`config.mk`:
```
export PLATFORM = sky130hd
export DESIGN_NAME = instruction_fetch
export DESIGN_NICKNAME = d
export VERILOG_FILES = /design/src/rtl/rv_core_pkg.sv /design/src/rtl/fetch_skid_buffer.sv /design/src/rtl/instruction_fetch.sv
export SDC_FILE = /design/constraint.sdc
export NUM_CORES = 1
export LEC_CHECK = 0
export CORE_MARGIN = 4
export CORE_UTILIZATION = 45
export CTS_CLUSTER_SIZE = 28
export DETAILED_ROUTE_END_ITERATION = 8
export DONT_BUFFER_PORTS = 1
export GPL_TIMING_DRIVEN = 0
export PLACE_DENSITY = 0.7
export SYNTH_ARGS = -nofsm -noshare
export SYNTH_HDL_FRONTEND = slang
export SYNTH_SLANG_ARGS = --single-unit
```
`constraint.sdc`:
```
create_clock -name CLK -period 4.55 [get_ports CLK]
set_input_delay 0.91 -clock CLK [delete_from_list [all_inputs] [get_ports CLK]]
set_output_delay 0.91 -clock CLK [all_outputs]
set_load 0.05 [all_outputs]
```
`src/rtl/rv_core_pkg.sv`:
```
// Shared core types/constants: data width, NOP encoding, default reset PC and
// the fetch-entry record carried from memory capture to decode.
package rv_core_pkg;

  localparam int          XLEN             = 32;
  localparam logic [31:0] INSTR_NOP        = 32'h0000_0013;
  localparam logic [31:0] DEFAULT_RESET_PC = 32'h0000_0000;

  typedef struct packed {
    logic [XLEN-1:0] pc;
    logic [XLEN-1:0] instr;
    logic            exc;
  } fetch_entry_t;

  localparam int FETCH_ENTRY_W = $bits(fetch_entry_t);

endpackage

```
`src/rtl/fetch_skid_buffer.sv`:
```
// Two-entry FIFO between instruction memory capture and decode.
// Flush wins over write/read; the head output holds its last value when empty.
module fetch_skid_buffer
  import rv_core_pkg::*;
(
  input  logic         i_clk,
  input  logic         i_rst_n,
  input  logic         i_wr_en,
  input  logic         i_rd_en,
  input  logic         i_flush,
  input  fetch_entry_t i_wr_data,
  output logic [1:0]   o_count,
  output fetch_entry_t o_head
);

  logic [FETCH_ENTRY_W-1:0] r_mem [2];
  fetch_entry_t             r_last;
  logic                     r_wr_ptr;
  logic                     r_rd_ptr;
  logic [1:0]               r_count;
  logic                     w_wr;
  logic                     w_rd;

  assign w_wr = i_wr_en & ~i_flush;
  assign w_rd = i_rd_en & ~i_flush & (r_count != 2'd0);

  always_ff @(posedge i_clk or negedge i_rst_n) begin
    if (!i_rst_n) begin
      r_mem[0] <= '0;
      r_mem[1] <= '0;
      r_last   <= '0;
      r_wr_ptr <= 1'b0;
      r_rd_ptr <= 1'b0;
      r_count  <= 2'd0;
    end else begin
      // Remember the currently presented head so it stays visible once drained.
      if (r_count != 2'd0) r_last <= fetch_entry_t'(r_mem[r_rd_ptr]);
      if (i_flush) begin
        r_wr_ptr <= 1'b0;
        r_rd_ptr <= 1'b0;
        r_count  <= 2'd0;
      end else begin
        if (w_wr) begin
          r_mem[r_wr_ptr] <= i_wr_data;
          r_wr_ptr        <= ~r_wr_ptr;
        end
        if (w_rd) r_rd_ptr <= ~r_rd_ptr;
        r_count <= r_count + {1'b0, w_wr} - {1'b0, w_rd};
      end
    end
  end

  assign o_count = r_count;
  assign o_head  = (r_count != 2'd0) ? fetch_entry_t'(r_mem[r_rd_ptr]) : r_last;

  // Issue throttling upstream guarantees a full buffer is never written without a read.
  a_no_overflow: assert property (@(posedge i_clk) disable iff (!i_rst_n)
    !(w_wr && !w_rd && r_count == 2'd2));

endmodule

```
`src/rtl/instruction_fetch.sv`:
```
// PC generation and fetch sequencing in front of a 1-cycle synchronous imem.
// Optional FETCH_MISALIGN_CHECK_EN adds IF_EXC and NOP substitution for misaligned PCs.
module instruction_fetch #(
  parameter int               XLEN     = rv_core_pkg::XLEN,  // must match rv_core_pkg::XLEN
  parameter logic [XLEN-1:0]  RESET_PC = rv_core_pkg::DEFAULT_RESET_PC
) (
  input  logic            CLK,
  input  logic            RESET_N,
  input  logic            REDIRECT_VALID,
  input  logic [XLEN-1:0] REDIRECT_PC,
  output logic            IMEM_REQ,
  output logic [XLEN-1:0] IMEM_ADDR,
  input  logic [XLEN-1:0] IMEM_RDATA,
  output logic            IF_VALID,
  input  logic            ID_READY,
  output logic [XLEN-1:0] IF_PC,
  output logic [XLEN-1:0] IF_INSTR
`ifdef FETCH_MISALIGN_CHECK_EN
  ,
  output logic            IF_EXC
`endif
);

  import rv_core_pkg::*;

  logic [XLEN-1:0] r_pc;
  logic [XLEN-1:0] r_req_pc;
  logic            r_req_valid;
  logic            r_req_exc;
  logic [XLEN-1:0] w_fetch_pc;
  logic [XLEN-1:0] w_store_pc;
  logic            w_fetch_exc;
  logic [1:0]      w_count;
  logic [2:0]      w_occ;
  logic            w_if_valid;
  logic            w_deq;
  logic            w_issue;
  logic            w_wr_en;
  fetch_entry_t    w_wr_entry;
  fetch_entry_t    w_head;

  assign w_fetch_pc = REDIRECT_VALID ? REDIRECT_PC : r_pc;

`ifdef FETCH_MISALIGN_CHECK_EN
  assign w_store_pc  = w_fetch_pc;
  assign w_fetch_exc = |w_fetch_pc[1:0];
`else
  assign w_store_pc  = {w_fetch_pc[XLEN-1:2], 2'b00};
  assign w_fetch_exc = 1'b0;
`endif

  // A redirect hides the head for its cycle so nothing stale reaches decode.
  assign w_if_valid = (w_count != 2'd0) & ~REDIRECT_VALID;
  assign w_deq      = w_if_valid & ID_READY;
  assign w_occ      = {1'b0, w_count} + {2'b00, r_req_valid} - {2'b00, w_deq};
  assign w_issue    = REDIRECT_VALID | (w_occ < 3'd2);

  always_ff @(posedge CLK or negedge RESET_N) begin
    if (!RESET_N) begin
      r_pc        <= RESET_PC;
      r_req_pc    <= '0;
      r_req_valid <= 1'b0;
      r_req_exc   <= 1'b0;
    end else begin
      r_req_valid <= w_issue;
      if (w_issue) begin
        r_req_pc  <= w_store_pc;
        r_req_exc <= w_fetch_exc;
        r_pc      <= w_fetch_pc + XLEN'(4);
      end
    end
  end

  assign w_wr_en          = r_req_valid & ~REDIRECT_VALID;
  assign w_wr_entry.pc    = r_req_pc;
  assign w_wr_entry.instr = IMEM_RDATA;
  assign w_wr_entry.exc   = r_req_exc;

  fetch_skid_buffer u_skid (
    .i_clk     (CLK),
    .i_rst_n   (RESET_N),
    .i_wr_en   (w_wr_en),
    .i_rd_en   (w_deq),
    .i_flush   (REDIRECT_VALID),
    .i_wr_data (w_wr_entry),
    .o_count   (w_count),
    .o_head    (w_head)
  );

  assign IMEM_REQ  = w_issue & RESET_N;
  assign IMEM_ADDR = {2'b00, w_fetch_pc[XLEN-1:2]};
  assign IF_VALID  = w_if_valid;
  assign IF_PC     = w_head.pc;
  assign IF_INSTR  = w_head.exc ? INSTR_NOP : w_head.instr;
`ifdef FETCH_MISALIGN_CHECK_EN
  assign IF_EXC    = w_head.exc;
`endif

endmodule

```
* After elaboration in Yosys (flattened, before gate mapping)
Index checks and enable logic that the tools add are counted.
** Word-level totals
- Flip-flop bits (word level) :: 262
- Bits of input ports :: 68
- Output and inout port bits :: 98
- Word-level logic and storage cells :: 52
** Cells by class
- Add/sub/neg operators :: 5
- Order comparisons :: 4
- Multiplexer cells :: 14
- Bitwise gates (word level) :: 13
- Reductions and logical operators :: 5
** Operators by type and width (number)
- $mux 65 :: 5
- $bwmux 130 :: 1
- $demux 65 s1 :: 1
- $mux 32 :: 2
- $add 32x3->32 const B :: 1
- $and 1x1->1 :: 7
- $reduce_bool 2->1 :: 3
- $ge 2x2->1 const B :: 2
- $mux 1 :: 4
- $not 1->2 :: 2
- $add 2x1->3 :: 1
- $lt 3x2->1 const B :: 1
- $not 1->1 :: 3
- $sub 3x1->3 :: 1
- $add 2x1->2 :: 1
- $lt 2x1->1 const B :: 1
- $mux 2 :: 1
- $reduce_and 2->1 :: 1
- $sub 2x1->2 :: 1
- $logic_and 1x1->1 :: 1
- $or 1x1->1 :: 1

* Logic depth before layout (Yosys ltp)
- Depth after elaboration :: 7
- Depth in mapped cells :: 15
- Depth with buffers taken out :: 11

* By module
Synthesis repeated with hierarchy kept, for this count alone.
** Unflattened totals
- Cells, all modules :: 1008
- Area total of the unflattened synthesis :: 12263.0 µm²
** Modules (own cells, without submodules)
- fetch_skid_buffer :: instances 1, cells an instance 585, area an instance 8384.3 µm², seq. area each 4979.8 µm²
- instruction_fetch :: instances 1, cells an instance 423, area an instance 3878.7 µm², seq. area each 1526.5 µm²

* Worst setup path after synthesis
No wires, ideal clock.
- Kind :: in2out
- Start :: input REDIRECT_VALID
- End :: output IMEM_REQ
- Arrival :: 4.403 ns
- Required time :: 3.640 ns
- Slack :: -0.763 ns
- Stages :: 14
- Path buffers :: 5
- Path through :: buf_6 > buf_2 > buf_2 > buf_1 > nor2_1 > and2_1 > ha_1 > nand2b_1 > fa_1 > xnor2_1 > a21oi_1 > inv_2 > clkbuf_1 > and2_1
** Between the ends
- Cells in the longest elaborated chain, start to end :: 7
** Ends and longest elaborated chain
- start, declared :: RTL line instruction_fetch.sv:9 : input logic REDIRECT_VALID,
- $not 1->1 :: RTL line instruction_fetch.sv:53 : assign w_if_valid = (w_count != 2'd0) & ~REDIRECT_VALID;
- $and 1x1->1 :: RTL line instruction_fetch.sv:53
- net IF_VALID :: RTL line instruction_fetch.sv:14 : output logic IF_VALID,
- $and 1x1->1 :: RTL line instruction_fetch.sv:54 : assign w_deq = w_if_valid & ID_READY;
- $sub 3x1->3 :: RTL line instruction_fetch.sv:55 : assign w_occ = {1'b0, w_count} + {2'b00, r_req_valid} - {2'b00, w_deq};
- $lt 3x2->1 :: RTL line instruction_fetch.sv:56 : assign w_issue = REDIRECT_VALID | (w_occ < 3'd2);
- $or 1x1->1 :: RTL line instruction_fetch.sv:56
- $and 1x1->1 :: RTL line instruction_fetch.sv:90 : assign IMEM_REQ = w_issue & RESET_N;
- end, declared :: RTL line instruction_fetch.sv:11 : output logic IMEM_REQ,
The timed path passes the listed nets, and every way through them passes these cells.

* Worst setup path in the final report
Ends and elaborated chain as after synthesis.

==> impl_results.md <==
- Outcome: finished clean
- Total global-route track usage: 0.191
- Hold-fix buffers, CTS: 0
- Critical path's top delay family: simple AND/OR/NAND/NOR gates
- Cell Rows: 58
- Layout cells sized above 1: 0.220
- Synth warn: 0
- H-tree levels: 1
- Setup TNS: 0 ns
- DRC viols: 0
- Cell taking the most area after synthesis: dfrtp_1
- Clk root buf: clkbuf_16
- Post-DRT Antenna Nets: 0
- Crit path max-delay cell type: nor2_4
- Most frequent cells in the layout: dfrtp_1 (253), mux2_2 (132), nand2_1 (97), mux2i_1 (83), o21ai_0 (69)
- Synth Instances: 1,028
- Die ar.: 0.0285 mm²
- Die width: 169 µm
- Slew Limit Fails: 0
- Die height: 169 µm
- Clock Latency Late Sink: 0.54 ns
- Nature of the critical path startpoint: primary input
- RSZ-0062 raised after global routing: false
- First-pass GRT wire length: 44,000 µm
- Met2 Resource Use GR: 0.293
- WP data arrival: 3.58 ns
- Fmax: 0.223 GHz
- IO Pins: 166
- Worst Path Class, Setup: primary input to primary output
- DRT iter0 DRCs: 610
- Synth Area per Inst: 11.3 µm²
- Crit end category: primary output
- Via/cell ratio: 5.44
- Met1 Usage GRT: 0.263
- Post-synthesis sequential area ratio: 0.546
- Slew margin rel.: 0.414
- GPL Wtd Cong: 0.898
- Max stage delay on crit path: 0.38 ns
- Synth area leaders: dfrtp_1 (55%), mux2_2 (13%), mux2i_1 (7.1%)
- Tmin final: 4.49 ns
- Worst path cell trace: buf_6 -> buf_2 -> buf_4 -> nor2_4 -> and2_1 -> ha_1 -> nand2b_1 -> fa_1 -> xnor2_1 -> a21oi_2 -> inv_4 -> and2_4
- Setup Skew: 0.0145 ns
- Worst EP required: 3.64 ns
- Area of the core: 0.0253 mm²
- Synth top area share: 0.546
- Crit-path max FO: 19
- CP bufs+invs: 4
- Final #Nets: 1,132
- Initial Utilization: 0.459
- Commonest non-fill, non-tap cell in the layout: dfrtp_1
- Global-route met3 utilization: 0.0673
- Largest net degree at the start of global routing: 256
- Post-DP Area: 0.0121 mm²
- Grt ovf: 0
- Fin crit share: 0.987
- Synth cell types: 47
- Most used routing layer in global routing: met2
- CTS tree: built
- Num CTS Buffers: 28
- Final hold violations: 0
- Setup Viol. Count Final: 0
- Hold Slack: 0.0759 ns
- Port bufs: 0
- Final Cell Area: 0.0131 mm²
- Total number of vias: 7,676
- HP Class: primary input to asynchronous set/reset pin
- Number of antenna violations at the first check in global routing: 0
- Ant. Diodes: 0
- DR WL/cell: 19.4 µm
- Seq cells post-synth: 254
- Drt pass-1 iters: 5
- Num Clock Sinks: 254
- MaxCap Viol Count: 0
- Worst-margin pin slew: 0.879 ns
- Final HPWL DP: 19,300 µm
- Clock Tree Buf Depth: 3
- Mapped cell area: 0.0116 mm²
- Clock-pin slew on the worst setup and hold paths: 0.06 ns
- Vias in the first global route: 7,793
- Synth-to-layout area growth: 12.7%
- Routed Wire Length: 27,400 µm
-- worst register-to-register path, stage by stage (launching register included) --
cell and delay (ns):
dfrtp_2 0.45, nor2_1 0.21, buf_4 0.24, clkbuf_4 0.27, nor2_4 0.13, and2_1 0.20
ha_1 0.27, nand2b_1 0.15, fa_1 0.38, xnor2_1 0.20, a21oi_2 0.12, inv_4 0.10
buf_4 0.21, clkbuf_1 0.54, a21oi_1 0.14
-- per-stage QoR --
step / std cells / utilization / worst slack [ns]
floorplan: 1029 / - / 0.0186
global placement: 1359 / 0.477 / -0.677
detailed placement: 1359 / 0.477 / -0.619
CTS: 1410 / 0.518 / 0.0807
global route: 1410 / 0.518 / 0.0163
finish: 1410 / 0.518 / 0.0573
-- flip-flops by register name, summed over array words and instances, names as in the netlist --
| name | flops |
|---|---|
| r_pc | 30 |
| r_req_pc | 30 |
| r_req_valid | 1 |
| u_skid.o_count | 2 |
| u_skid.r_last | 65 |
| u_skid.r_mem | 124 |
| u_skid.r_rd_ptr | 1 |
| u_skid.r_wr_ptr | 1 |
-- synth_stat cells, drive strengths merged --
| cell | n |
|---|---|
| o22ai | 2 |
| nor4 | 8 |
| and2 | 35 |
| nand4b | 4 |
| and4b | 3 |
| ha | 4 |
| or2 | 1 |
| a21oi | 42 |
| a22o | 1 |
| dfrtp | 254 |
| nand3 | 12 |
| and4 | 4 |
| nor2 | 69 |
| a22oi | 3 |
| nor2b | 4 |
| clkbuf | 39 |
| a32oi | 1 |
| nand2b | 5 |
| nand3b | 5 |
| nand2 | 97 |
| o21ai | 69 |
| o31a | 5 |
| a31oi | 3 |
| a32o | 1 |
| fa | 1 |
| inv | 28 |
| nand4 | 7 |
| a21o | 1 |
| xor2 | 3 |
| a2bb2oi | 1 |
| or4 | 1 |
| mux2 | 132 |
| a211oi | 2 |
| o22a | 1 |
| xnor2 | 12 |
| conb | 1 |
| o31ai | 15 |
| o21a | 2 |
| mux2i | 83 |
| and3 | 4 |
| nor3 | 10 |
| buf | 53 |
-- logic make-up after synthesis --
| family | Yosys count | share of synthesized area |
|---|---|---|
| other | 1 | 0.000322 |
| buffers and inverters | 120 | 0.0521 |
| and+or+nand+nor | 269 | 0.111 |
| adders and majority gates | 5 | 0.00602 |
| muxes | 215 | 0.199 |
| DFF | 254 | 0.546 |
| xor gates and xnor gates | 15 | 0.0113 |
| AOI/OAI and AO/OA | 149 | 0.0736 |
-- area by class of cell --
type	count	area, µm²
multi-input cells	655	4690
clock inverters	15	235
clock buffers	36	792
repair buffers	2	15.0
flip-flops and latches	254	6360
well taps	330	413
inverters	28	108
fillers	2245	12200
plain buffers	90	504
-- what timing repair did --
item | CTS | global route
endpoints found under the setup margin | 1 | 1
resized for setup | 7 | 1
setup buffers | 2 | 0
pin swaps | 3 | 0
cloned | 0 | 0
-- layer usage --
| metal | routed length (µm) | up-vias |
|---|---|---|
| met2 | 12200 | 228 |
| met4 | 603 | 0 |
| met5 | 0 | - |
| met3 | 2580 | 48 |
| met1 | 12000 | 3797 |
| li1 | - | 3603 |
-- path summary, 6_finish.rpt --
kind / startpoint / end / slack [ns] / cells after the start
setup / recovery: REDIRECT_VALID / IMEM_REQ / 0.06 / 12
hold / removal: RESET_N / u_skid.r_last[10]$_DFF_PN0_ / 0.08 / 0
setup reg to reg: u_skid.o_count[1]$_DFF_PN0_ / r_pc[16]$_DFFE_PN0P_ / 0.81 / 14
hold reg to reg: u_skid.r_last[14]$_DFF_PN0_ / u_skid.r_last[14]$_DFF_PN0_ / 0.48 / 2
max in group asynchronous: RESET_N / u_skid.o_count[1]$_DFF_PN0_ / 3.86 / 0
min in group CLK: u_skid.r_last[14]$_DFF_PN0_ / u_skid.r_last[14]$_DFF_PN0_ / 0.48 / 2
Power is left out: the tool's default activity adds up to more than one toggle a clock period on the data nets, which glitch-free logic cannot reach.
